<file path="config.mk">
export PLATFORM = sky130hd
export DESIGN_NAME = gprf_bus1_master_flat
export DESIGN_NICKNAME = d
export VERILOG_FILES = /design/src/rtl/gprf_bus1_master_pkg.sv /design/src/rtl/gprf_bus1_master_if.sv /design/src/rtl/gprf_idx_dec.sv /design/src/rtl/gprf_bus1_master.sv /design/src/flat_wrapper.sv
export SDC_FILE = /design/constraint.sdc
export NUM_CORES = 1
export LEC_CHECK = 0
export BUFFER_PORTS_ARGS = -buffer_cell sky130_fd_sc_hd__buf_2
export CAP_MARGIN = 10
export CORE_MARGIN = 2
export CORE_UTILIZATION = 51
export CTS_CLUSTER_SIZE = 16
export DETAILED_ROUTE_END_ITERATION = 8
export PLACE_DENSITY = 0.88
export SLEW_MARGIN = 25
export SYNTH_ARGS = -nofsm -noshare
export SYNTH_HDL_FRONTEND = slang
export SYNTH_SLANG_ARGS = --single-unit
</file>
<file path="constraint.sdc">
create_clock -name clk -period 2.5 [get_ports clk]
set_input_delay 0.125 -clock clk [delete_from_list [all_inputs] [get_ports clk]]
set_output_delay 0.125 -clock clk [all_outputs]
set_load 0.05 [all_outputs]
</file>
<file path="src/rtl/gprf_bus1_master_pkg.sv">
// -----------------------------------------------------------------------------
// gprf_bus1_master_pkg
// Shared constants for the bus1 initiator of the general-purpose register file:
//   GPRF_DAT_W : bus1 data width (matches the register file data width)
//   GPRF_NREG  : number of addressable registers (r0..r19)
//   IDX_W      : width of a register index on the command interface
//   OP_*       : command operation encodings
//   state_t    : initiator FSM state encoding
// -----------------------------------------------------------------------------
package gprf_bus1_master_pkg;

   localparam int GPRF_DAT_W = 16;
   localparam int GPRF_NREG  = 20;
   localparam int IDX_W      = 5;

   localparam logic [1:0] OP_LOAD = 2'd0;
   localparam logic [1:0] OP_READ = 2'd1;
   localparam logic [1:0] OP_MOVE = 2'd2;
   localparam logic [1:0] OP_RSVD = 2'd3;

   typedef enum logic [1:0] {
      ST_IDLE = 2'd0,
      ST_RD   = 2'd1,
      ST_WR   = 2'd2,
      ST_RSP  = 2'd3
   } state_t;

endpackage

</file>
<file path="src/rtl/gprf_bus1_master_if.sv">
// -----------------------------------------------------------------------------
// gprf_bus1_master_if
// Bundles the command, response and bus1 register-file signals of the
// gprf bus1 initiator.
//   command  : cmd_valid/cmd_ready handshake, cmd_op, cmd_src, cmd_dst, cmd_imm
//   response : rsp_valid/rsp_ready handshake, rsp_dat, rsp_err
//   bus1     : bus1_t_sel (one-hot write strobe), bus1_r_sel (one-hot read
//              strobe), bus1_dat (write data), bus1_gprf_r_dat (read data)
// Modports:
//   master : the initiator block itself
//   slave  : its environment (sequencer, response consumer and gprf)
// -----------------------------------------------------------------------------
interface gprf_bus1_master_if
   import gprf_bus1_master_pkg::*;
#(
   parameter int DAT_W = GPRF_DAT_W,
   parameter int NREG  = GPRF_NREG
);

   logic             cmd_valid;
   logic             cmd_ready;
   logic [1:0]       cmd_op;
   logic [IDX_W-1:0] cmd_src;
   logic [IDX_W-1:0] cmd_dst;
   logic [DAT_W-1:0] cmd_imm;

   logic             rsp_valid;
   logic             rsp_ready;
   logic [DAT_W-1:0] rsp_dat;
   logic             rsp_err;

   logic [NREG-1:0]  bus1_t_sel;
   logic [NREG-1:0]  bus1_r_sel;
   logic [DAT_W-1:0] bus1_dat;
   logic [DAT_W-1:0] bus1_gprf_r_dat;

   modport master (
      input  cmd_valid, cmd_op, cmd_src, cmd_dst, cmd_imm,
      output cmd_ready,
      output rsp_valid, rsp_dat, rsp_err,
      input  rsp_ready,
      output bus1_t_sel, bus1_r_sel, bus1_dat,
      input  bus1_gprf_r_dat
   );

   modport slave (
      output cmd_valid, cmd_op, cmd_src, cmd_dst, cmd_imm,
      input  cmd_ready,
      input  rsp_valid, rsp_dat, rsp_err,
      output rsp_ready,
      input  bus1_t_sel, bus1_r_sel, bus1_dat,
      output bus1_gprf_r_dat
   );

endinterface

</file>
<file path="src/rtl/gprf_idx_dec.sv">
// -----------------------------------------------------------------------------
// gprf_idx_dec
// Register index decoder: turns a 5-bit register index into a one-hot select
// vector and flags indices that do not address an existing register.
// Ports:
//   idx    in  IDX_W  register index
//   en     in  1      enable; onehot is all-zero when low
//   onehot out NREG   one-hot select (zero when disabled or out of range)
//   oor    out 1      index >= NREG (independent of en)
// -----------------------------------------------------------------------------
module gprf_idx_dec
   import gprf_bus1_master_pkg::*;
#(
   parameter int NREG = GPRF_NREG
) (
   input  logic [IDX_W-1:0] idx,
   input  logic             en,
   output logic [NREG-1:0]  onehot,
   output logic             oor
);

   // oor is kept out of the always_comb below: the parent derives en from it,
   // so sharing one process would form a false combinational loop.
   assign oor = (32'(idx) >= 32'(NREG));

   always_comb begin
      onehot = '0;
      for (int i = 0; i < NREG; i++) begin
         if (en && (idx == IDX_W'(i))) begin
            onehot[i] = 1'b1;
         end
      end
   end

endmodule

</file>
<file path="src/rtl/gprf_bus1_master.sv">
// -----------------------------------------------------------------------------
// gprf_bus1_master
// Bus1 initiator for the general-purpose register file. Accepts LOAD / READ /
// MOVE commands from the instruction sequencer, drives the one-hot per-register
// read/write strobes and write data onto bus1, samples the register file's
// read data and returns one response per command.
// Parameters:
//   DAT_W  : bus1 data width
//   NREG   : number of registers addressed
//   RD_LAT : cycles from r_sel assertion to valid read data (0..3)
// Ports:
//   clk    in  clock, rising edge
//   rst_b  in  synchronous reset, active-high
//   bus    master modport of gprf_bus1_master_if (command, response, bus1)
// -----------------------------------------------------------------------------
module gprf_bus1_master
   import gprf_bus1_master_pkg::*;
#(
   parameter int DAT_W  = GPRF_DAT_W,
   parameter int NREG   = GPRF_NREG,
   parameter int RD_LAT = 1
) (
   input  logic               clk,
   input  logic               rst_b,
   gprf_bus1_master_if.master bus
);

   localparam int CNT_W = 2;

   state_t           state;
   logic [1:0]       op_q;
   logic [IDX_W-1:0] dst_q;
   logic [DAT_W-1:0] dat_q;
   logic [CNT_W-1:0] cnt_q;

   logic             accept;
   logic             rd_last;
   logic             cmd_err;
   logic             src_en;
   logic             dst_en;
   logic [IDX_W-1:0] dst_idx;
   logic [NREG-1:0]  src_oh;
   logic [NREG-1:0]  dst_oh;
   logic             src_oor;
   logic             dst_oor;

   assign accept  = (state == ST_IDLE) && bus.cmd_ready && bus.cmd_valid;
   assign rd_last = (state == ST_RD) && (cnt_q == '0);

   // Read strobe is only ever launched at accept, so the source decoder always
   // looks at the live command index.
   assign src_en = accept && !cmd_err &&
                   ((bus.cmd_op == OP_READ) || (bus.cmd_op == OP_MOVE));

   // The destination decoder serves two moments: the LOAD write launched at
   // accept (live command index) and the MOVE write launched at the end of the
   // read phase (registered index).
   assign dst_idx = (state == ST_IDLE) ? bus.cmd_dst : dst_q;
   assign dst_en  = accept ? (!cmd_err && (bus.cmd_op == OP_LOAD))
                           : (rd_last && (op_q == OP_MOVE));

   gprf_idx_dec #(.NREG(NREG)) u_src_dec (
      .idx    (bus.cmd_src),
      .en     (src_en),
      .onehot (src_oh),
      .oor    (src_oor)
   );

   gprf_idx_dec #(.NREG(NREG)) u_dst_dec (
      .idx    (dst_idx),
      .en     (dst_en),
      .onehot (dst_oh),
      .oor    (dst_oor)
   );

   // Only indices the operation actually uses are range-checked.
   always_comb begin
      case (bus.cmd_op)
         OP_LOAD: cmd_err = dst_oor;
         OP_READ: cmd_err = src_oor;
         OP_MOVE: cmd_err = src_oor | dst_oor;
         default: cmd_err = 1'b1;
      endcase
   end

   // ---- command capture / read data capture ----
   always_ff @(posedge clk) begin
      if (accept) begin
         op_q  <= bus.cmd_op;
         dst_q <= bus.cmd_dst;
      end
      if (rd_last) begin
         dat_q <= bus.bus1_gprf_r_dat;
      end
   end

   // ---- control FSM with registered outputs ----
   always_ff @(posedge clk) begin
      if (rst_b) begin
         state          <= ST_IDLE;
         cnt_q          <= '0;
         bus.cmd_ready  <= 1'b0;
         bus.rsp_valid  <= 1'b0;
         bus.rsp_dat    <= '0;
         bus.rsp_err    <= 1'b0;
         bus.bus1_t_sel <= '0;
         bus.bus1_r_sel <= '0;
         bus.bus1_dat   <= '0;
      end else begin
         // Write strobe and write data are single-cycle pulses by default.
         bus.bus1_t_sel <= '0;
         bus.bus1_dat   <= '0;

         case (state)
            ST_IDLE: begin
               bus.cmd_ready <= 1'b1;
               if (accept) begin
                  bus.cmd_ready <= 1'b0;
                  cnt_q         <= CNT_W'(RD_LAT);
                  if (cmd_err) begin
                     state         <= ST_RSP;
                     bus.rsp_valid <= 1'b1;
                     bus.rsp_err   <= 1'b1;
                     bus.rsp_dat   <= '0;
                  end else if (bus.cmd_op == OP_LOAD) begin
                     state          <= ST_WR;
                     bus.bus1_t_sel <= dst_oh;
                     bus.bus1_dat   <= bus.cmd_imm;
                  end else begin
                     state          <= ST_RD;
                     bus.bus1_r_sel <= src_oh;
                  end
               end
            end

            ST_RD: begin
               // r_sel stays up for RD_LAT+1 cycles; data is sampled in the last.
               if (cnt_q == '0) begin
                  bus.bus1_r_sel <= '0;
                  if (op_q == OP_MOVE) begin
                     state          <= ST_WR;
                     bus.bus1_t_sel <= dst_oh;
                     bus.bus1_dat   <= bus.bus1_gprf_r_dat;
                  end else begin
                     state         <= ST_RSP;
                     bus.rsp_valid <= 1'b1;
                     bus.rsp_err   <= 1'b0;
                     bus.rsp_dat   <= bus.bus1_gprf_r_dat;
                  end
               end else begin
                  cnt_q <= cnt_q - 1'b1;
               end
            end

            ST_WR: begin
               state         <= ST_RSP;
               bus.rsp_valid <= 1'b1;
               bus.rsp_err   <= 1'b0;
               bus.rsp_dat   <= (op_q == OP_MOVE) ? dat_q : '0;
            end

            ST_RSP: begin
               if (bus.rsp_ready) begin
                  state         <= ST_IDLE;
                  bus.rsp_valid <= 1'b0;
                  bus.rsp_dat   <= '0;
                  bus.rsp_err   <= 1'b0;
                  bus.cmd_ready <= 1'b1;
               end
            end

            default: state <= ST_IDLE;
         endcase
      end
   end

endmodule

</file>
<file path="src/flat_wrapper.sv">
// flat-port wrapper written by rule: the top's interface ports become plain ports
module gprf_bus1_master_flat import gprf_bus1_master_pkg::*;
#(
   parameter int DAT_W  = GPRF_DAT_W,
   parameter int NREG   = GPRF_NREG,
   parameter int RD_LAT = 1
)
  (clk, rst_b, bus_cmd_valid, bus_cmd_op, bus_cmd_src, bus_cmd_dst, bus_cmd_imm, bus_cmd_ready, bus_rsp_valid, bus_rsp_dat, bus_rsp_err, bus_rsp_ready, bus_bus1_t_sel, bus_bus1_r_sel, bus_bus1_dat, bus_bus1_gprf_r_dat);
  gprf_bus1_master_if #(.DAT_W(DAT_W), .NREG(NREG)) bus_i ();
  input  logic clk;
  input  logic rst_b;
  input wire logic [$bits(bus_i.cmd_valid)-1:0] bus_cmd_valid;
  input wire logic [$bits(bus_i.cmd_op)-1:0] bus_cmd_op;
  input wire logic [$bits(bus_i.cmd_src)-1:0] bus_cmd_src;
  input wire logic [$bits(bus_i.cmd_dst)-1:0] bus_cmd_dst;
  input wire logic [$bits(bus_i.cmd_imm)-1:0] bus_cmd_imm;
  output wire logic [$bits(bus_i.cmd_ready)-1:0] bus_cmd_ready;
  output wire logic [$bits(bus_i.rsp_valid)-1:0] bus_rsp_valid;
  output wire logic [$bits(bus_i.rsp_dat)-1:0] bus_rsp_dat;
  output wire logic [$bits(bus_i.rsp_err)-1:0] bus_rsp_err;
  input wire logic [$bits(bus_i.rsp_ready)-1:0] bus_rsp_ready;
  output wire logic [$bits(bus_i.bus1_t_sel)-1:0] bus_bus1_t_sel;
  output wire logic [$bits(bus_i.bus1_r_sel)-1:0] bus_bus1_r_sel;
  output wire logic [$bits(bus_i.bus1_dat)-1:0] bus_bus1_dat;
  input wire logic [$bits(bus_i.bus1_gprf_r_dat)-1:0] bus_bus1_gprf_r_dat;
  assign bus_i.cmd_valid = bus_cmd_valid;
  assign bus_i.cmd_op = bus_cmd_op;
  assign bus_i.cmd_src = bus_cmd_src;
  assign bus_i.cmd_dst = bus_cmd_dst;
  assign bus_i.cmd_imm = bus_cmd_imm;
  assign bus_cmd_ready = bus_i.cmd_ready;
  assign bus_rsp_valid = bus_i.rsp_valid;
  assign bus_rsp_dat = bus_i.rsp_dat;
  assign bus_rsp_err = bus_i.rsp_err;
  assign bus_i.rsp_ready = bus_rsp_ready;
  assign bus_bus1_t_sel = bus_i.bus1_t_sel;
  assign bus_bus1_r_sel = bus_i.bus1_r_sel;
  assign bus_bus1_dat = bus_i.bus1_dat;
  assign bus_i.bus1_gprf_r_dat = bus_bus1_gprf_r_dat;
  gprf_bus1_master #(.DAT_W(DAT_W), .NREG(NREG), .RD_LAT(RD_LAT)) u_core (.clk(clk), .rst_b(rst_b), .bus(bus_i));
endmodule
</file>
# Word-level counts from Yosys, hierarchy flattened
# Index checks and enable logic that the tools add are counted.
[word_totals]
regBits = 102
input_bits = 48
output_inout_bits = 75
word_cells = 218
[classes]
add_sub_neg = 1
order_cmp = 2
eq_ne = 52
muxes = 89
bitwise = 1
n_reduce_logical = 61
[ops]
columns = ["cell", "n"]
rows = [
  ["$mux 20", 9],
  ["$mux 16", 11],
  ["$eq 5x4->1 const B", 16],
  ["$pmux 20 s2", 2],
  ["$pmux 16 s4", 1],
  ["$mux 1", 51],
  ["$logic_and 1x1->1", 47],
  ["$eq 5x3->1 const B", 8],
  ["$eq 5x5->1 const B", 8],
  ["$pmux 16 s2", 1],
  ["$eq 5x2->1 const B", 4],
  ["$mux 2", 7],
  ["$ne 2x2->1 const B", 6],
  ["$eq 5x1->1 const B", 2],
  ["$ge 5x5->1 const B", 2],
  ["$logic_not 5->1", 2],
  ["$reduce_and 5->1", 2],
  ["$eq 2x2->1 const B", 4],
  ["$pmux 1 s4", 2],
  ["$pmux 2 s4", 1],
  ["$logic_not 2->1", 3],
  ["$reduce_and 3->1", 2],
  ["$mux 5", 1],
  ["$eq 2x1->1 const B", 2],
  ["other kinds (10)", 12],
]

# Logic depth before layout (Yosys ltp)
[depth]
word_depth = 14
ltp_mapped = 10
mapped_depth_nobuf = 8

# Cells and area by module
# A second synthesis with hierarchy kept.
[unflattened]
hier_cells = 457
hier_area_um2 = 4554.4
[modules_own_cells]
columns = ["module", "n_inst", "cells_per_inst", "area_per_inst_um2", "seq_area_each_um2"]
rows = [
  ["gprf_bus1_master", 1, 399, 4221.5, 2272.2],
  ["gprf_idx_dec", 2, 29, 166.4, 0.0],
]

# Worst setup path before layout
# OpenSTA, ideal clock, no wires.
[synth_timing]
path_kind = "reg-to-reg"
from = "register u_core.state[0]"
to = "register u_core.bus.bus1_r_sel[12]"
setup_time_ps = 60
arrival_ps = 2165
required_ps = 2440
setup_slack_ps = 276
path_stages_with_launch = 10
n_path_buf = 1
synth_period_minus_slack_ps = 2224
path_cell_list = "dfxtp_1 > inv_1 > ha_1 > buf_4 > nand3_1 > inv_1 > nand3b_1 > or4_4 > nor4_1 > a31o_1"
[synth_between]
elab_cells_between_ends = 23
cone_classes = "1 x order compare; 5 x eq/ne; 7 x mux; 1 x bitwise; 9 x reduce/logical"
[synth_rtl]
columns = ["element", "line", "rtl"]
rows = [
  ["from (decl)", "gprf_bus1_master.sv:30", "state_t state;"],
  ["from (signal assigned)", "gprf_bus1_master.sv:100", "state <= ST_IDLE;"],
  ["from (signal assigned)", "gprf_bus1_master.sv:121", "state <= ST_RSP;"],
  ["from (signal assigned)", "gprf_bus1_master.sv:126", "state <= ST_WR;"],
  ["$logic_not 2->1 (*)", "gprf_bus1_master.sv:47", "assign accept = (state == ST_IDLE) && bus.cmd_ready && bus.cmd_valid;"],
  ["$logic_and 1x1->1 (*) (2 in a row)", "gprf_bus1_master.sv:47", ""],
  ["via u_core.accept", "gprf_bus1_master.sv:36", "logic accept;"],
  ["$logic_and 1x1->1 (2 in a row)", "gprf_bus1_master.sv:52", "assign src_en = accept && !cmd_err &&"],
  ["$logic_and 1x1->1", "gprf_idx_dec.sv:29", "if (en && (idx == IDX_W'(i))) begin"],
  ["$mux 1", "gprf_idx_dec.sv:29", ""],
  ["$mux 20", "gprf_bus1_master.sv:125", "end else if (bus.cmd_op == OP_LOAD) begin"],
  ["$mux 20", "gprf_bus1_master.sv:120", "if (cmd_err) begin"],
  ["$mux 20", "gprf_bus1_master.sv:117", "if (accept) begin"],
  ["$pmux 20 s2", "gprf_bus1_master.sv:114", "case (state)"],
  ["to (signal assigned)", "gprf_bus1_master.sv:131", "bus.bus1_r_sel <= src_oh;"],
  ["to (decl)", "gprf_bus1_master_if.sv:42", "output bus1_t_sel, bus1_r_sel, bus1_dat,"],
]
# Mark *: on every way through the listed nets, which the timed path passes. The rest lies on a longest branch. The select of a mux whose other input is x is not followed.
# A chain may end at the register's enable or synchronous reset.

# Final worst setup path
[layout_timing]
from = "register u_core.state[0]"
to = "register u_core.bus.bus1_r_sel[10]"
# Same word-level chain as after synthesis.

==> impl_summary.txt <==
----------------------------------------------------
[Yosys]
  Net count of the mapped netlist ... 477
  Number of cells produced by synthesis ... 420
  Simple-gate portion of the synthesized area ... 17.8%
  Cell Area, Synth ... 4160 um^2
  XOR/XNOR Fraction of Synth Area ... 0%
  Flip-flop and latch count after synthesis ... 102
  Leading cell types by total area after synthesis ... dfxtp_1, edfxtp_1, nor2_1, nand2_1, a22o_1
  Synth cell count leaders ... dfxtp_1, nor2_1, nand2_1, a21oi_1, edfxtp_1
  Syn. warnings ... 0
  Share of the synthesized area in the top cell type ... 38.0%
  Number of library cell types mapped by synthesis ... 55
  Sequential element share of the synthesized area ... 54.7%
  Adder and majority cell fraction of the synthesized area ... 2.71%
  Compound-Gate Fraction of Synth Area ... 20.3%
  Post-synth EDFFs ... 23
  Share of synthesized area spent on multiplexers ... 0.241%
  Dominant cell by count in the synthesized netlist ... dfxtp_1
  Top_reg_cell synth ... dfxtp_1
  Async S/R FF share, synth ... 0%
  Largest family of logic cells by synthesized area ... compound AO/OA/AOI/OAI gates
  Cell accounting for the most synthesized area ... dfxtp_1
  Average cell area after synthesis ... 9.90 um^2

[Floorplan]
  Die boundary width ... 94.3 um
  Floorplan die area ... 8890 um^2
  Die outline height ... 94.3 um
  Row count ... 32
  Initial standard-cell utilization of the core ... 53.2%
  Core ar. ... 7810 um^2
  I/O pin total ... 123

[Flow run]
  Max-cap viol count ... 0

[Timing]
  Final min period ... 2370 ps
  Slew at the pin closest to its max-slew limit ... 1080 ps
  Setup repair after global routing missed its margin ... no
  Worst slew margin relative to its limit ... 27.6%
  Clock skew after layout ... 11.4 ps
  Final setup violation count ... 0
  Final hold violation count ... 1
  Fin Hold WS ... -1.61 ps
  Fmax ... 422 MHz
  Pins Over Slew Limit ... 0
  Post-route fraction of the period consumed by the critical path ... 94.9%

[GRT]
  Number of antenna violations at the first check in global routing ... 0
  GRT Max-Usage Layer ... met2
  GR Overflow Total ... 0
  Global-route met1 utilization ... 30.8%
  Wire length of the first global-routing pass ... 16.9 mm
  GRT Resource Usage Total ... 24.4%
  M2 GR Usage ... 40.7%
  Vias in the first global route ... 3517
  Maximum number of pins on one net before global-route repair ... 35
  Met3 Use GR ... 4.74%

[Placed design]
  Buffers on Ports ... 122
  Detail Placement HPWL ... 7.43 mm
  Final weighted congestion of routability-driven global placement ... 0.907

[Clock tree]
  Clock insertion delay at the later pin of the skew report ... 360 ps
  Library cell used as clock root buffer ... clkbuf_8
  Number of buffers on the longest clock path ... 2
  Deepest level of the CTS H-tree ... 3
  Post-CTS Setup Repair Bufs ... 0
  TritonCTS Buffers ... 9
  Clock transition at the registers of the reported paths ... 100 ps
  CTS sink count ... 102
  CTS tree ... built

[Hold path]
  Cell depth of the worst min-delay path ... 3
  Class of the tightest hold or removal check ... input port to register
  Hold path startpoint ... bus_cmd_imm[11]

[Critical path]
  Start point of the critical path ... u_core.state[0]$_SDFFE_PP0P_
  Worst flop-to-flop path endpoint ... u_core.bus.bus1_r_sel[10]$_SDFFE_PP0P_
  Critical path's slowest cell ... or3b_2
  Data arrival time at the worst-slack endpoint ... 2680 ps
  Critical path type ... register to register
  Data required time at the worst endpoint ... 2810 ps
  Element type at the critical path end ... register
  Kind of start point of the critical path ... register
  Peak fanout along the critical path ... 10
  Category of cells accounting for the largest share of critical-path delay ... simple AND/OR/NAND/NOR gates
  Cell count of the worst reg-to-reg path ... 9
  Critical path destination ... u_core.bus.bus1_r_sel[10]$_SDFFE_PP0P_
  Worst reg-to-reg setup slack ... 130 ps
  Reg-to-reg startpoint ... u_core.state[0]$_SDFFE_PP0P_
  Cells traversed along the worst timing path ... inv_1, ha_2, buf_4, nand3_1, inv_2, nand3b_1, or3b_2, nor4_1, a31o_1
  Buf/Inv on CP ... 3
  Total stage count of the critical path ... 9
  Slowest cell delay on critical path ... 540 ps

[Pwr]
  Seq pwr share ... 43.3%
  Power share of the combinational group ... 35.4%
  Lkg Pwr ... 2.23 nW
  Cell area power density ... 834 nW/um^2
  Cell-internal power ... 2.73 mW
  Clock power share ... 21.4%
  Tot Pwr ... 4.46 mW
  Switching power share of the total ... 38.9%
  Power dissipated by switching net loads ... 1.73 mW
  Peak VDD IR ... 452 uV

[Detailed routing]
  Vias after detailed routing ... 3801
  Number of DRC markers after the initial detailed-route iteration ... 288
  Detailed-route wire length per cell ... 16.0 um
  Total length of routed wires ... 10.8 mm
  Number of iterations in the first detailed-routing pass ... 5
  DRC violations left ... 0
  Via-per-instance ratio ... 5.64
  Remaining antenna violation count ... 0

[Status]
  Outcome ... complete, but fails checks
  Violations in the final reports ... hold timing

[Final layout]
  Fill cell instance count of the final layout ... 596
  Number of nets in the layout ... 624
  Number of diodes ... 0
  Fraction of final layout cells sized beyond drive strength 1 ... 30.2%
  Layout overhead on the synthesized area ... 28.7%

----------------------------------------------------
==> worst register-to-register path, cell delays in order, from the launching register on <==
cell and delay, ps:
dfxtp_1 340, inv_1 110, ha_2 260, buf_4 190, nand3_1 180, inv_2 150
nand3b_1 130, or3b_2 540, nor4_1 290, a31o_1 140
==> sequential cells by signal, indices dropped and copies added, names as in the netlist, 2 cells and up <==
name,count
u_core.bus.bus1_t_sel,20
u_core.bus.bus1_r_sel,20
u_core.bus.bus1_dat,16
u_core.state,2
u_core.cnt_q,2
u_core.dst_q,5
u_core.bus.rsp_dat,16
u_core.dat_q,16
u_core.op_q,2
==> placed cells by master, fill, tap and decap left out, types with 2 or more instances in the layout <==
master         netlist  final
a211oi_1             2      2
a21oi_1             23     22
a22o_1              16     16
a22oi_1             16     16
a31o_1               8      8
a31oi_1              2      2
and2_1               2      2
buf_2                3    122
buf_4                2     13
clkbuf_8             0      9
dfxtp_1             79     79
dlygate4sd3_1        0     27
edfxtp_1            23     23
ha_1                 9      8
inv_1               15     14
inv_6                0      3
nand2_1             41     41
nand2b_1             5      5
nand3_1             19     19
nand4_1              2      2
nor2_1              48     47
nor3_1               4      4
nor4_1              13     10
nor4_2               0      3
o211ai_1            13     13
o21ai_0              5      5
o31ai_1             14     14
or2_2                6      7
or3_1                2      2
==> metal layers <==
layer	routed length [um]	vias up
met5	0	-
met4	249	0
met3	794	25
met2	5100	195
met1	4660	1753
li1	-	1828
==> how the worst min path moves through the flow <==
stage,end
3_5_place_dp,u_core.dat_q[2]$_DFFE_PP_
5_1_grt,u_core.dst_q[2]$_DFFE_PP_
4_1_cts,u_core.bus.bus1_dat[8]$_SDFF_PP0_
6_report,u_core.bus.bus1_dat[11]$_SDFF_PP0_
2_1_floorplan,u_core.dat_q[0]$_DFFE_PP_
3_3_place_gp,u_core.dat_q[2]$_DFFE_PP_
==> per-stage QoR <==
| stage | std cells | area (um^2) | setup TNS, ps | util (%) | setup WS, ps |
|---|---|---|---|---|---|
| final | 674 | 5350 | 0 | 68.5 | 128 |
| after global routing | 674 | 5350 | 0 | 68.5 | 6.77 |
| after CTS | 674 | 5320 | 0 | 68.2 | 4.13 |
| after detailed placement | 631 | 4870 | -90.6 | 62.4 | -19.9 |
| after global placement | 631 | 4870 | 0 | 62.4 | 104 |
| after floorplan | 420 | 4160 | 0 | - | 276 |
==> cell families (layout without fill, tap and decap cells) <==
kind of cell	count (synthesis)	count (layout)
and+or+nand+nor	154	154
muxes	1	1
buffers and inverters	41	193
DFF	102	102
AOI/OAI and AO/OA	113	113
adders and majority gates	9	9
==> final cells by class <==
class | instances | area [um^2] | share of cell area (%)
tap | 102 | 128 | 2.39
multi-input combinational | 277 | 1740 | 32.4
inverter | 15 | 56.3 | 1.05
sequential | 102 | 2270 | 42.5
timing repair buffer | 162 | 978 | 18.3
clock inverter | 7 | 55.1 | 1.03
clock buffer | 9 | 124 | 2.32
==> power by group through the flow <==
stage	sequential, mW	combinational (mW)	clock, mW
after floorplan	2.11	0.967	0
after global placement	1.96	1.44	0
after detailed placement	1.96	1.49	0
after CTS	1.92	1.53	0.966
after global routing	1.94	1.72	1.04
final	1.93	1.58	0.953
==> repair_timing <==
action | in CTS | in global routing
hold buffers | 27 | 0
endpoints found under the setup margin | 2 | 55
gates resized for setup | 1 | 9
endpoints found under the hold margin | 27 | 0
Power figures use the tool's default switching activity.
